### config.mk
export PLATFORM = sky130hd
export DESIGN_NAME = mod_accum_3779
export DESIGN_NICKNAME = d
export VERILOG_FILES = /design/src/rtl/barrett_3779_pkg.sv /design/src/rtl/mod_accum_3779.sv
export SDC_FILE = /design/constraint.sdc
export NUM_CORES = 1
export LEC_CHECK = 0
export CORE_ASPECT_RATIO = 0.9
export CORE_MARGIN = 1.5
export CORE_UTILIZATION = 59
export CTS_CLUSTER_SIZE = 24
export DETAILED_ROUTE_END_ITERATION = 10
export GPL_ROUTABILITY_DRIVEN = 0
export GPL_TIMING_DRIVEN = 0
export MAX_ROUTING_LAYER = met4
export PLACE_DENSITY = 0.95
export SYNTH_ARGS = -nofsm -noshare
export SYNTH_HDL_FRONTEND = slang
export SYNTH_SLANG_ARGS = --single-unit
### constraint.sdc
create_clock -name clk -period 6.1 [get_ports clk]
set_clock_uncertainty 0.2 [all_clocks]
set_input_delay 1.83 -clock clk [delete_from_list [all_inputs] [get_ports clk]]
set_output_delay 1.83 -clock clk [all_outputs]
set_load 0.03 [all_outputs]
### src/rtl/barrett_3779_pkg.sv
// Shared constants for the q=3779 Barrett datapath: modulus, port widths,
// maximum frame length and the accumulator FSM state encoding.
package barrett_3779_pkg;

    localparam int BARRETT_Q       = 3779;
    localparam int BARRETT_IN_W    = 23;
    localparam int BARRETT_RES_W   = 12;
    localparam int BARRETT_MAX_LEN = 2048;

    typedef enum logic {
        ACCUM = 1'b0,
        HOLD  = 1'b1
    } accum_state_e;

endpackage

### src/rtl/mod_accum_3779.sv
// Frame accumulator feeding the q=3779 Barrett reducer: sums 12-bit residues
// per frame into a raw 23-bit total and holds it until the reducer takes it.
module mod_accum_3779
    import barrett_3779_pkg::*;
#(
    parameter int Q       = BARRETT_Q,
    parameter int MAX_LEN = BARRETT_MAX_LEN
) (
    input  logic                      clk,
    input  logic                      rst,
    input  logic                      in_valid,
    output logic                      in_ready,
    input  logic [BARRETT_RES_W-1:0]  in_data,
    input  logic                      in_last,
    output logic                      out_valid,
    input  logic                      out_ready,
    output logic [BARRETT_IN_W-1:0]   out_sum,
    output logic [BARRETT_RES_W-1:0]  out_count,
    output logic                      out_err_range,
    output logic                      out_err_len
);

    localparam logic [BARRETT_RES_W:0]   Q_CMP   = (BARRETT_RES_W + 1)'(Q);
    localparam logic [BARRETT_RES_W-1:0] MAX_CNT = BARRETT_RES_W'(MAX_LEN);

    accum_state_e               state_q, state_d;
    logic [BARRETT_IN_W-1:0]    acc_q, acc_d;
    logic [BARRETT_RES_W-1:0]   cnt_q, cnt_d;
    logic                       rng_q, rng_d;
    logic [BARRETT_IN_W-1:0]    osum_q, osum_d;
    logic [BARRETT_RES_W-1:0]   ocnt_q, ocnt_d;
    logic                       oerr_rng_q, oerr_rng_d;
    logic                       oerr_len_q, oerr_len_d;

    logic [BARRETT_IN_W-1:0]    acc_nxt;
    logic [BARRETT_RES_W-1:0]   cnt_nxt;
    logic                       rng_nxt;

    // Out-of-range residues are still summed; they only raise the sticky flag.
    assign acc_nxt = acc_q + {{(BARRETT_IN_W - BARRETT_RES_W){1'b0}}, in_data};
    assign cnt_nxt = cnt_q + 1'b1;
    assign rng_nxt = rng_q | ({1'b0, in_data} >= Q_CMP);

    always_comb begin
        state_d    = state_q;
        acc_d      = acc_q;
        cnt_d      = cnt_q;
        rng_d      = rng_q;
        osum_d     = osum_q;
        ocnt_d     = ocnt_q;
        oerr_rng_d = oerr_rng_q;
        oerr_len_d = oerr_len_q;
        case (state_q)
            ACCUM: begin
                if (in_valid) begin
                    acc_d = acc_nxt;
                    cnt_d = cnt_nxt;
                    rng_d = rng_nxt;
                    if (in_last || (cnt_nxt == MAX_CNT)) begin
                        state_d    = HOLD;
                        osum_d     = acc_nxt;
                        ocnt_d     = cnt_nxt;
                        oerr_rng_d = rng_nxt;
                        oerr_len_d = ~in_last;
                    end
                end
            end
            HOLD: begin
                // Frame state clears on the handshake edge so the next beat starts from zero.
                if (out_ready) begin
                    state_d = ACCUM;
                    acc_d   = '0;
                    cnt_d   = '0;
                    rng_d   = 1'b0;
                end
            end
            default: state_d = ACCUM;
        endcase
    end

    always_ff @(posedge clk) begin
        if (rst) begin
            state_q    <= ACCUM;
            acc_q      <= '0;
            cnt_q      <= '0;
            rng_q      <= 1'b0;
            osum_q     <= '0;
            ocnt_q     <= '0;
            oerr_rng_q <= 1'b0;
            oerr_len_q <= 1'b0;
        end else begin
            state_q    <= state_d;
            acc_q      <= acc_d;
            cnt_q      <= cnt_d;
            rng_q      <= rng_d;
            osum_q     <= osum_d;
            ocnt_q     <= ocnt_d;
            oerr_rng_q <= oerr_rng_d;
            oerr_len_q <= oerr_len_d;
        end
    end

    assign in_ready      = (state_q == ACCUM);
    assign out_valid     = (state_q == HOLD);
    assign out_sum       = osum_q;
    assign out_count     = ocnt_q;
    assign out_err_range = oerr_rng_q;
    assign out_err_len   = oerr_len_q;

endmodule

==> impl_metrics.tcl, run 1 <==
set metrics [dict create \
    holdPathStages 2 \
    placedCellCount 595 \
    ios 56 \
    syn_area_per_cell_um2 8.57 \
    cts-root-buf "clkbuf_8" \
    crit_arrival_ps 5030 \
    rsz0062_at_grt "false" \
    crit_type "primary input to flip-flop" \
    p_leak_nw 1.79 \
    yosysWarnings 0 \
    syn_area_um2 3890 \
    slew_headroom_pct 32.7 \
    grt_pass1_wl_um 16700 \
    cts_tree "built" \
    critPathMaxFanout 9 \
    num_rows 27 \
    diodes 0 \
    post-route-period-util_pct 81.1 \
    max_freq_mhz 202 \
    fin_util_pct 75.9 \
    h-tree-depth 3 \
    initial_core_util_pct 62.3 \
    ff2ff_path_depth 9 \
    synth_enable_flop_cells 0 \
    cp.required_ps 6180 \
    synthFlopType "dfxtp_1" \
    area_growth_pct 21.9 \
    hpwl_um 7320 \
    drv_cap 0 \
    cts_made_buffers 9 \
    grt_max_degree 12 \
    startpoint_type "primary input" \
    hold_viol_final 0 \
    die_h_um 80.0 \
    antenna_found_initial 0 \
    min_from "acc_q[9]" \
    final_cell_mix "nor2_1, dfxtp_1, clkdlybuf4s50_1" \
    ys_seq_area_share_pct 38.1 \
    hold_class "flip-flop to flip-flop" \
    cts_resized 0 \
    ant_nets 0 \
    portBuffers 54 \
    fin_nets 550 \
    tightest_slew_ps 1010 \
    postCtsSetupRepairBufs 0 \
    synthCells 454 \
    ys_ff_latch 74 \
    clk_latency_ps 370 \
    power_density_nw_per_um2 252 \
    final.min_clock_period_ps 4950 \
    synthDistinctLibCells 54 \
    setup_viol 0 \
    grt_pass1_vias 3673 \
    peakVddDrop_uv 165 \
    cts_buffer_depth 2 \
    die_area_um2 7090 \
    wl_per_cell_um 17.0 \
    final_cell_area_um2 4740 \
    placed_area_um2 4540 \
    slew_viol_final 0 \
    final_common_cell "nor2_1" \
    cts-hold-fix-buffers 0 \
    first_pass_iters 5 \
    finalSetupTns_ps 0 \
    endpoint_kind "flip-flop" \
    r2r-start "acc_q[0]" \
    wl_um 10400 \
    vias 3839 \
    async_flop_share_pct 0 \
    drc 0 \
    grtUsageTotal_pct 32.1 \
    outcome "complete, no violations" \
    via_per_inst 6.29 \
    die_x_um 88.6 \
    cp-startpoint "in_data[0]" \
    core-area_um2 6250 \
    synth.net_count 485 \
    drive_above_1_share_pct 6.50 \
    cts_num_sinks 74 \
    drtIter0Drc 375 \
    overflow 0 \
    clkTransAtPathRegs_ps 70 \
    fin_cells 610 \
]
## final cells by class
type,count,area [um^2]
inverter,5,18.8
buffer,33,155
sequential,74,1480
clock buffer,13,169
fill,447,1510
tap,87,109
multi-input combinational,342,2240
clock inverter,2,35.0
timing repair buffer,54,541
## critical path: stages
cell	delay, ps
clkdlybuf4s50_1	430
ha_1	250
fa_1	420
a21oi_1	310
o211ai_1	290
a2111oi_0	600
nor3_2	210
and4_1	300
o211a_1	220
nor3_1	160
## registers in the layout (all words and copies together) (netlist names)
signal,count
out_count,12
out_sum,23
out_err_range,1
rng_q,1
out_valid,1
out_err_len,1
cnt_q,12
acc_q,23
## stage by stage
stage | setup WS (ps) | hold slack [ps] | total power [mW]
5_1_grt | 1130 | 300 | 1.24
3_5_place_dp | 939 | 257 | 0.800
2_1_floorplan | 1830 | 236 | 0.713
4_1_cts | 1270 | 276 | 1.19
3_3_place_gp | 1050 | 253 | 0.788
6_report | 1150 | 274 | 1.19
## logic make-up after synthesis
family,Yosys count,share of synthesized area (%)
AND/OR/NAND/NOR,161,19.5
AO/OA/AOI/OAI,118,21.6
flip-flops,74,38.1
buffers and inverters,38,4.47
XOR/XNOR,30,6.75
multiplexers,19,4.89
adder cells (fa/ha/maj),14,4.69
## Yosys cell counts (3+ instances only)
cell	number	area share [%]
a211oi_1	21	4.1
a211oi_2	3	0.96
a21oi_1	27	3.5
a22oi_1	16	3.1
a311oi_1	5	1.1
a31oi_1	3	0.48
a41oi_1	5	1.1
and2_1	4	0.64
and3_1	4	0.64
buf_2	7	0.90
clkbuf_1	23	2.2
dfxtp_1	74	38
ha_1	13	4.2
inv_1	5	0.48
mux2i_1	19	4.9
nand2_1	27	2.6
nand2b_1	3	0.48
nand3_1	7	0.90
nand4_1	3	0.48
nor2_1	78	7.5
nor2b_1	3	0.48
nor3_1	16	2.1
nor4_1	4	0.64
o211a_1	3	0.77
o211ai_1	3	0.58
o21ai_0	16	2.1
xnor2_1	16	3.6
xor2_1	14	3.2
## power by group
| part | leakage [nW] | total (mW) | switching [mW] | internal, mW |
|---|---|---|---|---|
| logic | 1.08 | 0.270 | 0.164 | 0.106 |
| clock network | 0.106 | 0.397 | 0.177 | 0.220 |
| registers | 0.603 | 0.527 | 0.0168 | 0.510 |
## layer usage
layer / share of wire [%] / track usage [%] / vias up
li1: - / - / 1765
met1: 38 / 36.2 / 1808
met2: 50 / 52.5 / 207
met3: 8.2 / 7.86 / 59
met4: 3.4 / 17.2 / 0
met5: 0 / - / -
## path summary, 6_finish.rpt
check | end | slack [ps]
setup / recovery | acc_q[18] | 1150
hold / removal | acc_q[9] | 270
setup reg to reg | acc_q[18] | 2780
hold reg to reg | acc_q[9] | 270
(Power assumes the default switching activity.)
==> inputs of run 2 (changes only) <==
CORE_UTILIZATION = 55   (was 59)
PLACE_DENSITY = 0.91   (was 0.95)
clock period = 4.95 ns   (was 6.1 ns; I/O delays follow)
==> run 2 against run 1 <==
Cell count is 0.66% higher. Combinational power is 22% higher. Die area is 7.0% higher. Non-clock buffer count stayed put. Sequential share of layout area is 0.12 points lower. Power is 26% higher. Setup slack worse by 710 ps. Cell area is 0.40% higher. Count of clock-buffer cells in the layout is 2 lower. Critical path depth stayed put. Register-to-register slack worse by 1100 ps. Critical path type unchanged. Critical endpoint is now out_sum[20]. Largest power group unchanged.
==> impl_metrics.tcl, run 2 (synthesized netlist as in run 1, its figures left out) <==
set metrics [dict create \
    outcome "complete, no violations" \
    die_area_um2 7590 \
    reg2reg_to "out_sum[20]" \
    cp-startpoint "in_data[0]" \
    drv_cap 0 \
    drive_above_1_share_pct 6.68 \
    fin_cells 614 \
    h-tree-depth 3 \
    final_common_cell "nor2_1" \
    overflow 0 \
    clk_latency_ps 360 \
    cp.depth 10 \
    core-area_um2 6730 \
    r2r-start "acc_q[0]" \
    wl_per_cell_um 16.4 \
    wl_um 10100 \
    via_per_inst 6.06 \
    diodes 0 \
    cts-root-buf "clkbuf_8" \
    post-route-period-util_pct 91.2 \
    hold_viol_final 0 \
    r2r_slack_ps 1710 \
    antenna_found_initial 0 \
    holdPathStages 2 \
    portBuffers 54 \
    critical-path-top-delay-family "compound AO/OA/AOI/OAI gates" \
    grt_max_degree 13 \
    power_density_nw_per_um2 315 \
    placedCellCount 598 \
    grt_pass1_vias 3508 \
    area_growth_pct 22.4 \
    cpMaxStageDelayCell "a2111oi_0" \
    setup_viol 0 \
    ios 56 \
    hpwl_um 7180 \
    drc 0 \
    grt_pass1_wl_um 16300 \
    rsz0062_at_grt "false" \
    drtIter0Drc 276 \
    cts_resized 0 \
    min_from "acc_q[9]" \
    peakVddDrop_uv 190 \
    tightest_slew_ps 899 \
    cp.required_ps 5020 \
    crit_type "primary input to flip-flop" \
    max_freq_mhz 222 \
    cts_buffer_depth 2 \
    crit_arrival_ps 4580 \
    crit_buf_inv 1 \
    slew_headroom_pct 40.1 \
    finalSetupTns_ps 0 \
    die_h_um 82.8 \
    cts_num_sinks 74 \
    worstPathCellList "clkdlybuf4s50_1 -> ha_1 -> fa_1 -> a21oi_1 -> o211ai_1 -> a2111oi_0 -> nor3_2 -> and3_1 -> xnor2_1 -> a211oi_1" \
    ant_nets 0 \
    nFillCells 528 \
    final_cell_mix "nor2_1, dfxtp_1, clkdlybuf4s50_1" \
    ff2ff_path_depth 9 \
    first_pass_iters 5 \
    clkTransAtPathRegs_ps 70 \
    num_rows 28 \
    cts_made_buffers 9 \
    endpoint_kind "flip-flop" \
    slowest_delay_ps 610 \
    vias 3722 \
    fin_nets 550 \
    final.min_clock_period_ps 4510 \
    p_leak_nw 1.79 \
    cts_tree "built" \
    grtUsageTotal_pct 28.4 \
    cts-hold-fix-buffers 0 \
    hold_path_end "acc_q[9]" \
    hold_class "flip-flop to flip-flop" \
    postCtsSetupRepairBufs 0 \
    critPathMaxFanout 9 \
    power.total_mw 1.50 \
    die_x_um 91.7 \
    startpoint_type "primary input" \
    initial_core_util_pct 57.8 \
    slew_viol_final 0 \
]
-- run 2: cell count changes in the layout (fill, tap and decap cells not counted), sizes merged --
cell      before  now
clkinv         1    2
bufinv         1    2
clkbuf        36   34
clkinvlp       0    1
-- run 2: metrics by stage --
| step | worst slack [ps] | utilization (%) | area, um^2 | hold WS, ps |
|---|---|---|---|---|
| 2_1_floorplan | 1020 | - | 3890 | 236 |
| 3_3_place_gp | 238 | 67.6 | 4540 | 252 |
| 3_5_place_dp | 236 | 67.6 | 4540 | 257 |
| 4_1_cts | 524 | 70.8 | 4760 | 269 |
| 5_1_grt | 220 | 70.8 | 4760 | 278 |
| 6_report | 436 | 70.8 | 4760 | 270 |
-- run 2: worst max path at each step --
stage	endpoint	slack, ps
after floorplan	out_sum[18]	1020
after global placement	out_sum[18]	240
after detailed placement	out_sum[18]	240
after CTS	out_sum[20]	520
after global routing	out_sum[20]	220
final	out_sum[20]	440
-- run 2: cell type report --
cell class	instances	area [um^2]	area share, %
clock inverters	5	77.6	1.63
inverters	5	18.8	0.394
flip-flops and latches	74	1480	31.1
plain buffers	33	155	3.26
repair buffers	54	541	11.3
well taps	90	113	2.36
clock buffers	11	141	2.97
multi-input cells	342	2240	46.9
-- run 2: tightest hold or removal path, delay by kind of cell (launching register included) --
| kind | cells | cell delay (ps) |
|---|---|---|
| AND/OR/NAND/NOR | 1 | 50 |
| AO/OA/AOI/OAI | 1 | 50 |
| flip-flops | 1 | 320 |
-- run 2: routing by layer --
metal  vias to the layer above  part of all wire (%)  track usage [%]  routed length (um)
li1                       1759                     -                -                   -
met1                      1756                    41             31.2                4090
met2                       164                    48             48.9                4850
met3                        43                   7.9             8.38                 795
met4                         0                   3.4             12.0                 342
met5                         -                     0                -                   0
-- run 2: report_power, final --
part / total, mW / internal (mW) / switching [mW]
Sequential: 0.650 / 0.628 / 0.0213
Clock: 0.521 / 0.296 / 0.225
Combinational: 0.329 / 0.130 / 0.199
==> inputs of run 3 (changes only) <==
--- a/config.mk
+++ b/config.mk
@@ -10,2 +10,3 @@
 export CORE_UTILIZATION = 55
+export CTS_BUF_LIST = sky130_fd_sc_hd__clkbuf_16
 export CTS_CLUSTER_SIZE = 24
@@ -13,3 +14,2 @@
 export GPL_ROUTABILITY_DRIVEN = 0
-export GPL_TIMING_DRIVEN = 0
 export MAX_ROUTING_LAYER = met4
--- a/constraint.sdc
+++ b/constraint.sdc
@@ -4,2 +4,2 @@
 set_output_delay 1.485 -clock clk [all_outputs]
-set_load 0.03 [all_outputs]
+set_load 0.02 [all_outputs]
==> run 3 against run 2 <==
Non-clock buffer count is 27 lower. Highest routed layer unchanged. Core utilization is 0.73 points lower. First-iteration DRC count is 22% lower. Register-to-register slack better by 40 ps. Count of clock-buffer cells in the layout is 2 lower. Critical endpoint is now out_sum[18]. Setup slack better by 8.4 ps. Worst hold slack better by 3.1 ps. Sequential power hardly changed. Clock power is 18% higher. Power is 4.9% higher.
==> impl_metrics.tcl, run 3 (synthesized netlist as in run 1, its figures left out) <==
set metrics [dict create \
    wl_per_cell_um 15.8 \
    grtUsageTotal_pct 26.6 \
    hold_class "flip-flop to flip-flop" \
    clk_latency_ps 330 \
    final_common_cell "nor2_1" \
    hold_viol_final 0 \
    fin_util_pct 70.1 \
    tightest_slew_ps 792 \
    p_leak_nw 1.78 \
    num_rows 28 \
    clkPwrFrac_pct 39.2 \
    ant_nets 0 \
    worstPathCellList "clkdlybuf4s50_1 -> ha_1 -> fa_1 -> a21oi_1 -> o211ai_1 -> a2111oi_0 -> nor3_2 -> and4_1 -> xnor2_1 -> a211oi_1" \
    rsz0062_at_grt "false" \
    setup_viol 0 \
    min_from "acc_q[9]" \
    cts-hold-fix-buffers 0 \
    die_area_um2 7590 \
    cpMaxStageDelayCell "a2111oi_0" \
    grt_pass1_vias 3324 \
    cts_buffer_depth 2 \
    drc 0 \
    grt_max_degree 58 \
    hpwl_um 6160 \
    wl_met3_um 601 \
    outcome "complete, no violations" \
    cts-root-buf "clkbuf_16" \
    via_per_inst 6.04 \
    p_int_mw 1.14 \
    first_pass_iters 4 \
    startpoint_type "primary input" \
    endpoint_kind "flip-flop" \
    fin_nets 523 \
    pwr-share-comb_pct 19.4 \
    crit_type "primary input to flip-flop" \
    critPathMaxFanout 9 \
    overflow 0 \
    final.min_clock_period_ps 4510 \
    postCtsSetupRepairBufs 0 \
    ff2ff_path_depth 9 \
    cts_num_sinks 74 \
    holdPathStages 2 \
    cts_tree "built" \
    clkTransAtPathRegs_ps 60 \
    crit_arrival_ps 4550 \
    cts_made_buffers 9 \
    max_freq_mhz 222 \
    critical-path-top-delay-family "compound AO/OA/AOI/OAI gates" \
    drive_above_1_share_pct 6.04 \
    nFillCells 495 \
    power_density_nw_per_um2 334 \
    die_x_um 91.7 \
    grt_pass1_wl_um 15500 \
    diodes 0 \
    r2r-start "acc_q[0]" \
    core-area_um2 6730 \
    wl_met1_um 3920 \
    top_layer "met4" \
    power.switching_uw 436 \
    area_growth_pct 21.2 \
    finalSetupTns_ps 0 \
    vias 3548 \
    wl_um 9290 \
    cts_resized 0 \
    h-tree-depth 3 \
    die_h_um 82.8 \
    peakVddDrop_uv 186 \
    dr_wl_met2_um 4540 \
    post-route-period-util_pct 91.0 \
    final_cell_mix "nor2_1, dfxtp_1, clkdlybuf4s50_1" \
    slowest_delay_ps 580 \
    p_seq_share_pct 41.4 \
    antenna_found_initial 0 \
    initial_core_util_pct 57.8 \
    switching_share_pct 27.7 \
    cp.required_ps 5000 \
    drv_cap 0 \
    cp.depth 10 \
    drtIter0Drc 216 \
    cp-startpoint "in_data[0]" \
    ios 56 \
    slew_viol_final 0 \
    slew_headroom_pct 47.2 \
    crit_buf_inv 1 \
    portBuffers 55 \
]
run 3: cell count changes in the layout (fill, tap and decap cells not counted), moves of 2 or more:
| cell | before | now |
|---|---|---|
| clkbuf_1 | 24 | 0 |
| clkbuf_8 | 10 | 0 |
| clkbuf_16 | 0 | 9 |
| buf_2 | 7 | 1 |
| buf_4 | 0 | 5 |
| inv_1 | 5 | 9 |
| buf_8 | 2 | 0 |
run 3: tightest hold or removal path, stage by stage (launching register included):
cell	delay (ps)
dfxtp_1	320
nand2_1	60
a21oi_1	50
run 3: power by group through the flow:
stage	Clock (mW)	Combinational [mW]	Sequential [mW]
after floorplan	0	0.180	0.683
after global placement	0	0.285	0.662
after detailed placement	0	0.298	0.663
after CTS	0.620	0.302	0.651
after global routing	0.652	0.330	0.656
final	0.617	0.305	0.651
run 3: stage by stage:
step	hold WS (ps)	power, mW	std cells	setup WS (ps)	area, um^2
floorplan	236	0.863	454	1020	3890
CTS	271	1.57	587	560	4710
detailed placement	263	0.961	571	259	4430
global route	302	1.64	587	284	4710
global placement	249	0.947	571	340	4430
finish	274	1.57	587	444	4710
run 3: final timing paths:
| path | to | slack (ps) |
|---|---|---|
| worst max-delay path | out_sum[18] | 440 |
| worst min-delay path | acc_q[9] | 270 |
| worst max register to register | out_sum[18] | 1750 |
| worst min register to register | acc_q[9] | 270 |
run 3: layout make-up:
type	instances	area (um^2)	area share (%)
Clock inverter	7	55.1	1.17
Clock buffer	9	225	4.78
Sequential cell	74	1480	31.4
Timing Repair Buffer	60	583	12.4
Tap cell	90	113	2.39
Multi-Input combinational cell	342	2240	47.5
Inverter	5	18.8	0.398
run 3: per-layer routing:
layer | up-vias | track usage [%]
li1 | 1717 | -
met1 | 1677 | 30.7
met2 | 130 | 44.8
met3 | 24 | 7.29
met4 | 0 | 10.2
met5 | - | -
